**src/rtl/gear_pkg.sv**
```systemverilog
// Shared definitions for the gear shift controller: FSM states, gear and
// speed types, per-gear speed windows and automatic shift thresholds.
package gear_pkg;

  typedef enum logic [1:0] {
    NEUTRAL,
    DRIVE,
    CLUTCH,
    HOLD
  } state_t;

  typedef logic [2:0] gear_t;
  typedef logic [6:0] spd_t;

  localparam gear_t GEAR_N    = 3'd0;
  localparam gear_t GEAR_MIN  = 3'd1;
  localparam gear_t GEAR_MAX  = 3'd5;
  localparam spd_t  SPEED_MAX = 7'd99;

  // Tables are indexed by gear code; entries 0, 6 and 7 are unused padding so
  // that any 3-bit code indexes safely.
  //                                     7      6      5      4      3      2      1      0
  localparam logic [7:0][6:0] WIN_LO = {7'd0,  7'd0,  7'd75, 7'd55, 7'd35, 7'd15, 7'd0,  7'd0};
  localparam logic [7:0][6:0] WIN_HI = {7'd0,  7'd0,  7'd99, 7'd85, 7'd65, 7'd45, 7'd25, 7'd0};
  // Upshift at hi-3 (gears 1..4), downshift at lo+3 (gears 2..5).
  localparam logic [7:0][6:0] UP_THR = {7'd0,  7'd0,  7'd0,  7'd82, 7'd62, 7'd42, 7'd22, 7'd0};
  localparam logic [7:0][6:0] DN_THR = {7'd0,  7'd0,  7'd78, 7'd58, 7'd38, 7'd18, 7'd0,  7'd0};

  // Force any gear code into the engaged range 1..5.
  function automatic gear_t clamp_gear(input gear_t g);
    if (g < GEAR_MIN) return GEAR_MIN;
    if (g > GEAR_MAX) return GEAR_MAX;
    return g;
  endfunction

  // True when speed s lies inside the legal window of gear g.
  function automatic logic in_window(input gear_t g, input spd_t s);
    return (s >= WIN_LO[g]) && (s <= WIN_HI[g]);
  endfunction

endpackage

```
**src/rtl/gear_shift_ctrl_if.sv**
```systemverilog
// Driver-side signal bundle of the gear shift controller: pedal, ignition,
// speed and manual request inputs plus the gear/status outputs.
interface gear_shift_ctrl_if #(
  parameter int SPD_BITS = 7
);
  logic                key2;
  logic [SPD_BITS-1:0] speed;
  logic                accel;
  logic                brake;
  logic                auto_mode;
  logic [2:0]          man_gear;
  logic                man_req;
  logic [2:0]          gear;
  logic                shift_busy;
  logic                shift_done;
  logic                shift_reject;

  modport master (
    output key2, speed, accel, brake, auto_mode, man_gear, man_req,
    input  gear, shift_busy, shift_done, shift_reject
  );

  modport slave (
    input  key2, speed, accel, brake, auto_mode, man_gear, man_req,
    output gear, shift_busy, shift_done, shift_reject
  );
endinterface

```
**src/rtl/shift_timer.sv**
```systemverilog
// Loadable down-counter that stops at zero; used for clutch and dwell timing.
module shift_timer #(
  parameter int WIDTH = 2
) (
  input  logic             clk,
  input  logic             rst,
  input  logic             load,
  input  logic             clear,
  input  logic [WIDTH-1:0] load_val,
  output logic             zero
);

  logic [WIDTH-1:0] count;

  // Clear beats load; otherwise count down and park at zero.
  // NOTE: sequential state uses non-blocking assignments so every register
  // samples pre-edge values and simulation matches the synthesized flops.
  always_ff @(posedge clk or negedge rst) begin
    if (!rst)                count <= '0;
    else if (clear)          count <= '0;
    else if (load)           count <= load_val;
    else if (count != '0)    count <= count - WIDTH'(1);
  end

  assign zero = (count == '0);

endmodule

```
**src/rtl/gear_shift_ctrl.sv**
```systemverilog
// Transmission controller: launches from neutral, picks gears 1..5 from speed
// and pedals in automatic mode, validates driver requests in manual mode, and
// sequences every shift through a clutch delay and a post-shift dwell.
module gear_shift_ctrl
  import gear_pkg::*;
#(
  parameter int SPD_BITS  = 7,
  parameter int SHIFT_CYC = 4,
  parameter int DWELL_CYC = 16
) (
  input logic              clk,
  input logic              rst,
  gear_shift_ctrl_if.slave bus
);

  localparam int CW = (SHIFT_CYC > 1) ? $clog2(SHIFT_CYC) : 1;
  localparam int DW = (DWELL_CYC > 1) ? $clog2(DWELL_CYC) : 1;
  // Timers are loaded with N-1: the cycle that observes zero is the Nth.
  localparam logic [CW-1:0] CLUTCH_LOAD = CW'(SHIFT_CYC - 1);
  localparam logic [DW-1:0] DWELL_LOAD  = DW'(DWELL_CYC - 1);

  state_t              state;
  gear_t               gear_q;
  gear_t               target;
  logic                busy_q;
  logic                done_q;
  logic                reject_q;

  logic [SPD_BITS-1:0] speed_raw;
  spd_t                spd;
  logic                go;
  gear_t               go_target;
  logic                reject_req;
  logic                clutch_zero;
  logic                dwell_zero;
  logic                dwell_load;
  logic                timers_clear;

  assign speed_raw = bus.speed;

  // Saturate out-of-range speed readings at 99.
  always_comb begin
    if (int'(speed_raw) > int'(SPEED_MAX)) spd = SPEED_MAX;
    else                                   spd = spd_t'(speed_raw);
  end

  // Shift decision and target-gear selection for the current state.
  always_comb begin
    go         = 1'b0;
    go_target  = gear_q;
    reject_req = 1'b0;
    case (state)
      NEUTRAL: begin
        if (bus.accel && !bus.brake && spd <= WIN_HI[GEAR_MIN]) begin
          go        = 1'b1;
          go_target = GEAR_MIN;
        end
      end
      DRIVE: begin
        if (spd == '0 && bus.brake && gear_q > GEAR_MIN) begin
          // Stopped under braking: drop straight back to first.
          go        = 1'b1;
          go_target = GEAR_MIN;
        end else if (bus.auto_mode) begin
          if (gear_q > GEAR_MIN && spd <= DN_THR[gear_q]) begin
            go        = 1'b1;
            go_target = gear_q - 3'd1;
          end else if (gear_q < GEAR_MAX && bus.accel && !bus.brake &&
                       spd >= UP_THR[gear_q]) begin
            go        = 1'b1;
            go_target = gear_q + 3'd1;
          end
        end else if (bus.man_req && bus.man_gear != gear_q) begin
          if (bus.man_gear >= GEAR_MIN && bus.man_gear <= GEAR_MAX &&
              in_window(bus.man_gear, spd)) begin
            go        = 1'b1;
            go_target = bus.man_gear;
          end else begin
            reject_req = 1'b1;
          end
        end
      end
      CLUTCH, HOLD: reject_req = bus.man_req;
      default: ;
    endcase
    if (!bus.key2) begin
      go         = 1'b0;
      reject_req = 1'b0;
    end
  end

  assign timers_clear = !bus.key2;
  assign dwell_load   = (state == CLUTCH) && clutch_zero && bus.key2;

  shift_timer #(.WIDTH(CW)) u_clutch_timer (
    .clk      (clk),
    .rst      (rst),
    .load     (go),
    .clear    (timers_clear),
    .load_val (CLUTCH_LOAD),
    .zero     (clutch_zero)
  );

  shift_timer #(.WIDTH(DW)) u_dwell_timer (
    .clk      (clk),
    .rst      (rst),
    .load     (dwell_load),
    .clear    (timers_clear),
    .load_val (DWELL_LOAD),
    .zero     (dwell_zero)
  );

  // Shift sequencer: NEUTRAL/DRIVE -> CLUTCH -> HOLD -> DRIVE, key-off to NEUTRAL.
  // NOTE: only control/state flops exist here and each one gets a reset value;
  // there is no storage array that would need to be left unreset.
  always_ff @(posedge clk or negedge rst) begin
    if (!rst) begin
      state    <= NEUTRAL;
      gear_q   <= GEAR_N;
      target   <= GEAR_N;
      busy_q   <= 1'b0;
      done_q   <= 1'b0;
      reject_q <= 1'b0;
    end else begin
      done_q   <= 1'b0;
      reject_q <= reject_req;
      if (!bus.key2) begin
        state  <= NEUTRAL;
        gear_q <= GEAR_N;
        target <= GEAR_N;
        busy_q <= 1'b0;
      end else begin
        case (state)
          NEUTRAL, DRIVE: begin
            if (go) begin
              state  <= CLUTCH;
              target <= clamp_gear(go_target);
              busy_q <= 1'b1;
            end
          end
          CLUTCH: begin
            if (clutch_zero) begin
              state  <= HOLD;
              gear_q <= target;
              done_q <= 1'b1;
              busy_q <= 1'b0;
            end
          end
          HOLD: begin
            if (dwell_zero) state <= DRIVE;
          end
          default: state <= NEUTRAL;
        endcase
      end
    end
  end

  assign bus.gear         = gear_q;
  assign bus.shift_busy   = busy_q;
  assign bus.shift_done   = done_q;
  assign bus.shift_reject = reject_q;

endmodule

```
**src/flat_wrapper.sv**
```systemverilog
// flat-port wrapper written by rule: the top's interface ports become plain ports
module gear_shift_ctrl_flat import gear_pkg::*;
#(
  parameter int SPD_BITS  = 7,
  parameter int SHIFT_CYC = 4,
  parameter int DWELL_CYC = 16
)
  (clk, rst, bus_key2, bus_speed, bus_accel, bus_brake, bus_auto_mode, bus_man_gear, bus_man_req, bus_gear, bus_shift_busy, bus_shift_done, bus_shift_reject);
  gear_shift_ctrl_if #(.SPD_BITS(SPD_BITS)) bus_i ();
  input logic clk;
  input logic rst;
  input wire logic [$bits(bus_i.key2)-1:0] bus_key2;
  input wire logic [$bits(bus_i.speed)-1:0] bus_speed;
  input wire logic [$bits(bus_i.accel)-1:0] bus_accel;
  input wire logic [$bits(bus_i.brake)-1:0] bus_brake;
  input wire logic [$bits(bus_i.auto_mode)-1:0] bus_auto_mode;
  input wire logic [$bits(bus_i.man_gear)-1:0] bus_man_gear;
  input wire logic [$bits(bus_i.man_req)-1:0] bus_man_req;
  output wire logic [$bits(bus_i.gear)-1:0] bus_gear;
  output wire logic [$bits(bus_i.shift_busy)-1:0] bus_shift_busy;
  output wire logic [$bits(bus_i.shift_done)-1:0] bus_shift_done;
  output wire logic [$bits(bus_i.shift_reject)-1:0] bus_shift_reject;
  assign bus_i.key2 = bus_key2;
  assign bus_i.speed = bus_speed;
  assign bus_i.accel = bus_accel;
  assign bus_i.brake = bus_brake;
  assign bus_i.auto_mode = bus_auto_mode;
  assign bus_i.man_gear = bus_man_gear;
  assign bus_i.man_req = bus_man_req;
  assign bus_gear = bus_i.gear;
  assign bus_shift_busy = bus_i.shift_busy;
  assign bus_shift_done = bus_i.shift_done;
  assign bus_shift_reject = bus_i.shift_reject;
  gear_shift_ctrl #(.SPD_BITS(SPD_BITS), .SHIFT_CYC(SHIFT_CYC), .DWELL_CYC(DWELL_CYC)) u_core (.clk(clk), .rst(rst), .bus(bus_i));
endmodule
```
**config.mk**
```make
export PLATFORM = sky130hd
export DESIGN_NAME = gear_shift_ctrl_flat
export DESIGN_NICKNAME = d
export VERILOG_FILES = /design/src/rtl/gear_pkg.sv /design/src/rtl/gear_shift_ctrl_if.sv /design/src/rtl/shift_timer.sv /design/src/rtl/gear_shift_ctrl.sv /design/src/flat_wrapper.sv
export SDC_FILE = /design/constraint.sdc
export NUM_CORES = 1
export LEC_CHECK = 0
export BUFFER_PORTS_ARGS = -buffer_cell sky130_fd_sc_hd__buf_2
export CAP_MARGIN = 0
export CORE_MARGIN = 10
export CORE_UTILIZATION = 40
export DETAILED_ROUTE_END_ITERATION = 7
export GPL_TIMING_DRIVEN = 0
export SLEW_MARGIN = 10
export SYNTH_ARGS = -nofsm -noshare
export SYNTH_HDL_FRONTEND = slang
export SYNTH_HIERARCHICAL = 1
export SYNTH_SLANG_ARGS = --single-unit
export TNS_END_PERCENT = 20
```
**constraint.sdc**
```tcl
create_clock -name clk -period 8.9 [get_ports clk]
set_input_delay 0 -clock clk [delete_from_list [all_inputs] [get_ports clk]]
set_output_delay 0 -clock clk [all_outputs]
set_load 0.05 [all_outputs]
```
==> out/qor.csv <==
stage;metric;value;unit
yosys;yosys warns;6;
layout;nets;363;
sta;top achievable clock speed;266;MHz
yosys;fraction of registers with async set/reset;100;%
clock_network;total CTS buffers;3;
global_route;grt total ovfl;0;
sta;final worst slack;5.14;ns
routing;WL per Instance;14.3;um
sta;setup TNS;0;ns
worst_setup_path;CP endpoint kind;flip-flop;
routing;total number of vias;2032;
run;MaxCap Viol Count;0;
yosys;syn_area_per_cell;8.54;um^2
die;CORE AREA;5570;um^2
clock_network;CTS tree;yes;
place;Area after DPL;2540;um^2
worst_setup_path;Setup CP Type;reg2reg;
routing;number of routed nets with antenna violations;0;
yosys;prevailing post-synth register cell;dfrtp_1;
die;IO Count;23;
worst_setup_path;crit start category;flip-flop;
yosys;Synth top area share;22.6;%
routing;DRC Markers;0;
clock_network;worst skew pair latency;0.24;ns
routing;initial DRC count;92;
yosys;area leader, netlist;ha_1;
layout;commonest non-fill, non-tap cell in the layout;ha_1;
sta;final setup vio count;0;
global_route;vias in the first global route;1869;
sta;Max Clock Skew;0.000830;ns
die;Initial Util;41.7;%
clock_network;Reg clk slew, reported paths;0.06;ns
place;Final GP Congestion;0.854;
layout;share of layout cells above drive strength 1;16.5;%
clock_network;Root Buffer;clkbuf_8;
global_route;largest net degree at the start of global routing;19;
layout;final core occ;46.5;%
global_route;initial antenna violation count;0;
routing;via/cell ratio;5.42;
yosys;Synth cell types;78;
pwr;Pleak;1.16;nW
run_status;outcome;complete, no violations;
layout;n_diodes;0;
sta;Slew @ Worst Pin;0.686;ns
worst_setup_path;Req. time, crit path;9.08;ns
global_route;GRT Total Usage;11.9;%
sta;RSZ-0062 raised after global routing;no;
yosys;sequential-to-total area share from yosys stat;18.3;%
sta;Max Slew Vio Count;0;
die;die height;96.2;um
yosys;Post-Syn Area;2320;um^2
yosys;Gate Count Post-Synth;272;
layout;area grow syn2layout;11.6;%
sta;slew margin rel.;53.9;%
die;die area;9250;um^2
place;pre-CTS WS;5.09;ns
clock_network;Sink Count;17;
place;dpl hpwl;4.51;mm
place;Port Buffers;21;
routing;Post-Route WL;5.36;mm
die;Rows;27;
sta;Final Cycle Share;42.3;%
yosys;flip-flop and latch count after synthesis;17;
routing;drt pass-1 iters;5;
clock_network;setup bufs post-CTS;0;
worst_setup_path;CP arrival;3.94;ns
layout;fill count;578;
hold_path;Hold Path Class;in2reg;
clock_network;Clock Path Buffers;2;
layout;commonest non-fill, non-tap cells in the layout;42 x ha_1, 24 x inv_1, 21 x buf_2;
pwr;VDD IR-drop max;0.105;mV
die;die width;96.2;um
pwr;PD cells;132;nW/um^2
yosys;Area contributors post-synth;ha_1 23%, dfrtp_1 18%, a21oi_1 4.1%;
pwr;Design Power;342;uW
sta;final hold vios;0;
clock_network;H-tree levels;1;
layout;post-route cell area;2590;um^2
worst_setup_path;Critical Path Fanout Max;9;
yosys;Post-synth EDFFs;0;
global_route;first-pass GRT wire length;9.00;mm
sta;fin crit period;3.76;ns
==> stage by stage <==
step	hold WS, ns	std cells
floorplan	-0.296	277
global placement	-0.0570	370
detailed placement	-0.0588	370
CTS	0.0130	375
global route	0.0128	375
finish	0.0148	375
==> cell usage after synthesis (all sizes together) (5+ instances only) <==
cell	instances
a21boi	5
a21oi	20
clkbuf	5
dfrtp	17
ha	42
inv	25
mux2i	5
nand2	20
nand3	7
nor2	18
nor2b	5
nor3	8
nor4	6
o21ai	7
xnor2	6
==> registers in the layout, indices dropped and copies added (netlist names) <==
signal,cells
u_core/bus.gear,3
u_core/bus.shift_reject,1
u_core/u_clutch_timer/count,2
u_core/bus.shift_done,1
u_core/state,2
u_core/u_dwell_timer/count,4
u_core/bus.shift_busy,1
u_core/target,3
==> repair_timing <==
item,CTS,global route
gates resized for setup,0,0
hold endpoints to repair,17,0
hold buffers,1,0
==> worst max-delay path, stage by stage, from the launching register on <==
cell and delay (ns):
dfrtp_1 0.56, inv_1 0.23, ha_1 0.30, a21oi_1 0.17, ha_1 0.25, a21o_1 0.15, a2111oi_0 0.39, nand3_1 0.16
and2_2 0.24, nor3_1 0.14, nor4_1 0.06, or4_4 0.54, or3b_1 0.38, a21oi_2 0.11
==> per-layer routing <==
metal / global-route usage, % / up-vias / wire length, um
li1: - / 1067 / -
met1: 17.2 / 939 / 2670
met2: 18.9 / 24 / 2540
met3: 1.56 / 2 / 125
met4: 1.11 / 0 / 21
met5: 0 / - / 0
==> where the power goes <==
| group | switching [mW] | internal (mW) | leakage, nW |
|---|---|---|---|
| Clock | 0.0243 | 0.0317 | 0.0228 |
| Sequential | 0.0135 | 0.0944 | 0.231 |
| Combinational | 0.0979 | 0.0799 | 0.908 |
| Total | 0.136 | 0.206 | 1.16 |
==> worst paths after layout <==
kind / start / end / slack (ns) / cells after the start
max: u_core/bus.gear[1] / u_core/target[1] / 5.14 / 13
max in group asynchronous: rst / u_core/target[2] / 8.42 / 2
min in group asynchronous: rst / u_core/u_dwell_timer/count[3] / 0.20 / 2
min reg2reg: u_core/target[1] / u_core/target[1] / 0.54 / 2
min: bus_key2 / u_core/bus.shift_reject / 0.01 / 3
max reg2reg: u_core/bus.gear[1] / u_core/target[1] / 5.14 / 13
==> layout make-up <==
type / count / area [um^2] / share of cell area [%]
buffer: 9 / 65.1 / 2.51
clock buffer: 4 / 45.0 / 1.74
sequential: 17 / 425 / 16.4
timing repair buffer: 22 / 115 / 4.44
tap: 72 / 90.1 / 3.48
inverter: 26 / 98.8 / 3.81
multi-input combinational: 225 / 1750 / 67.6
==> logic make-up (layout without fill, tap and decap cells) <==
| kind of cell | Yosys count | count (layout) | synth area share, % |
|---|---|---|---|
| muxes | 6 | 6 | 2.64 |
| xor gates and xnor gates | 8 | 8 | 3.02 |
| buffers and inverters | 35 | 61 | 7.06 |
| and+or+nand+nor | 93 | 93 | 23.3 |
| other | 1 | 6 | 0.161 |
| AOI/OAI and AO/OA | 70 | 70 | 22.9 |
| adders and majority gates | 42 | 42 | 22.6 |
| DFF | 17 | 17 | 18.3 |
Power figures use the tool's default switching activity.
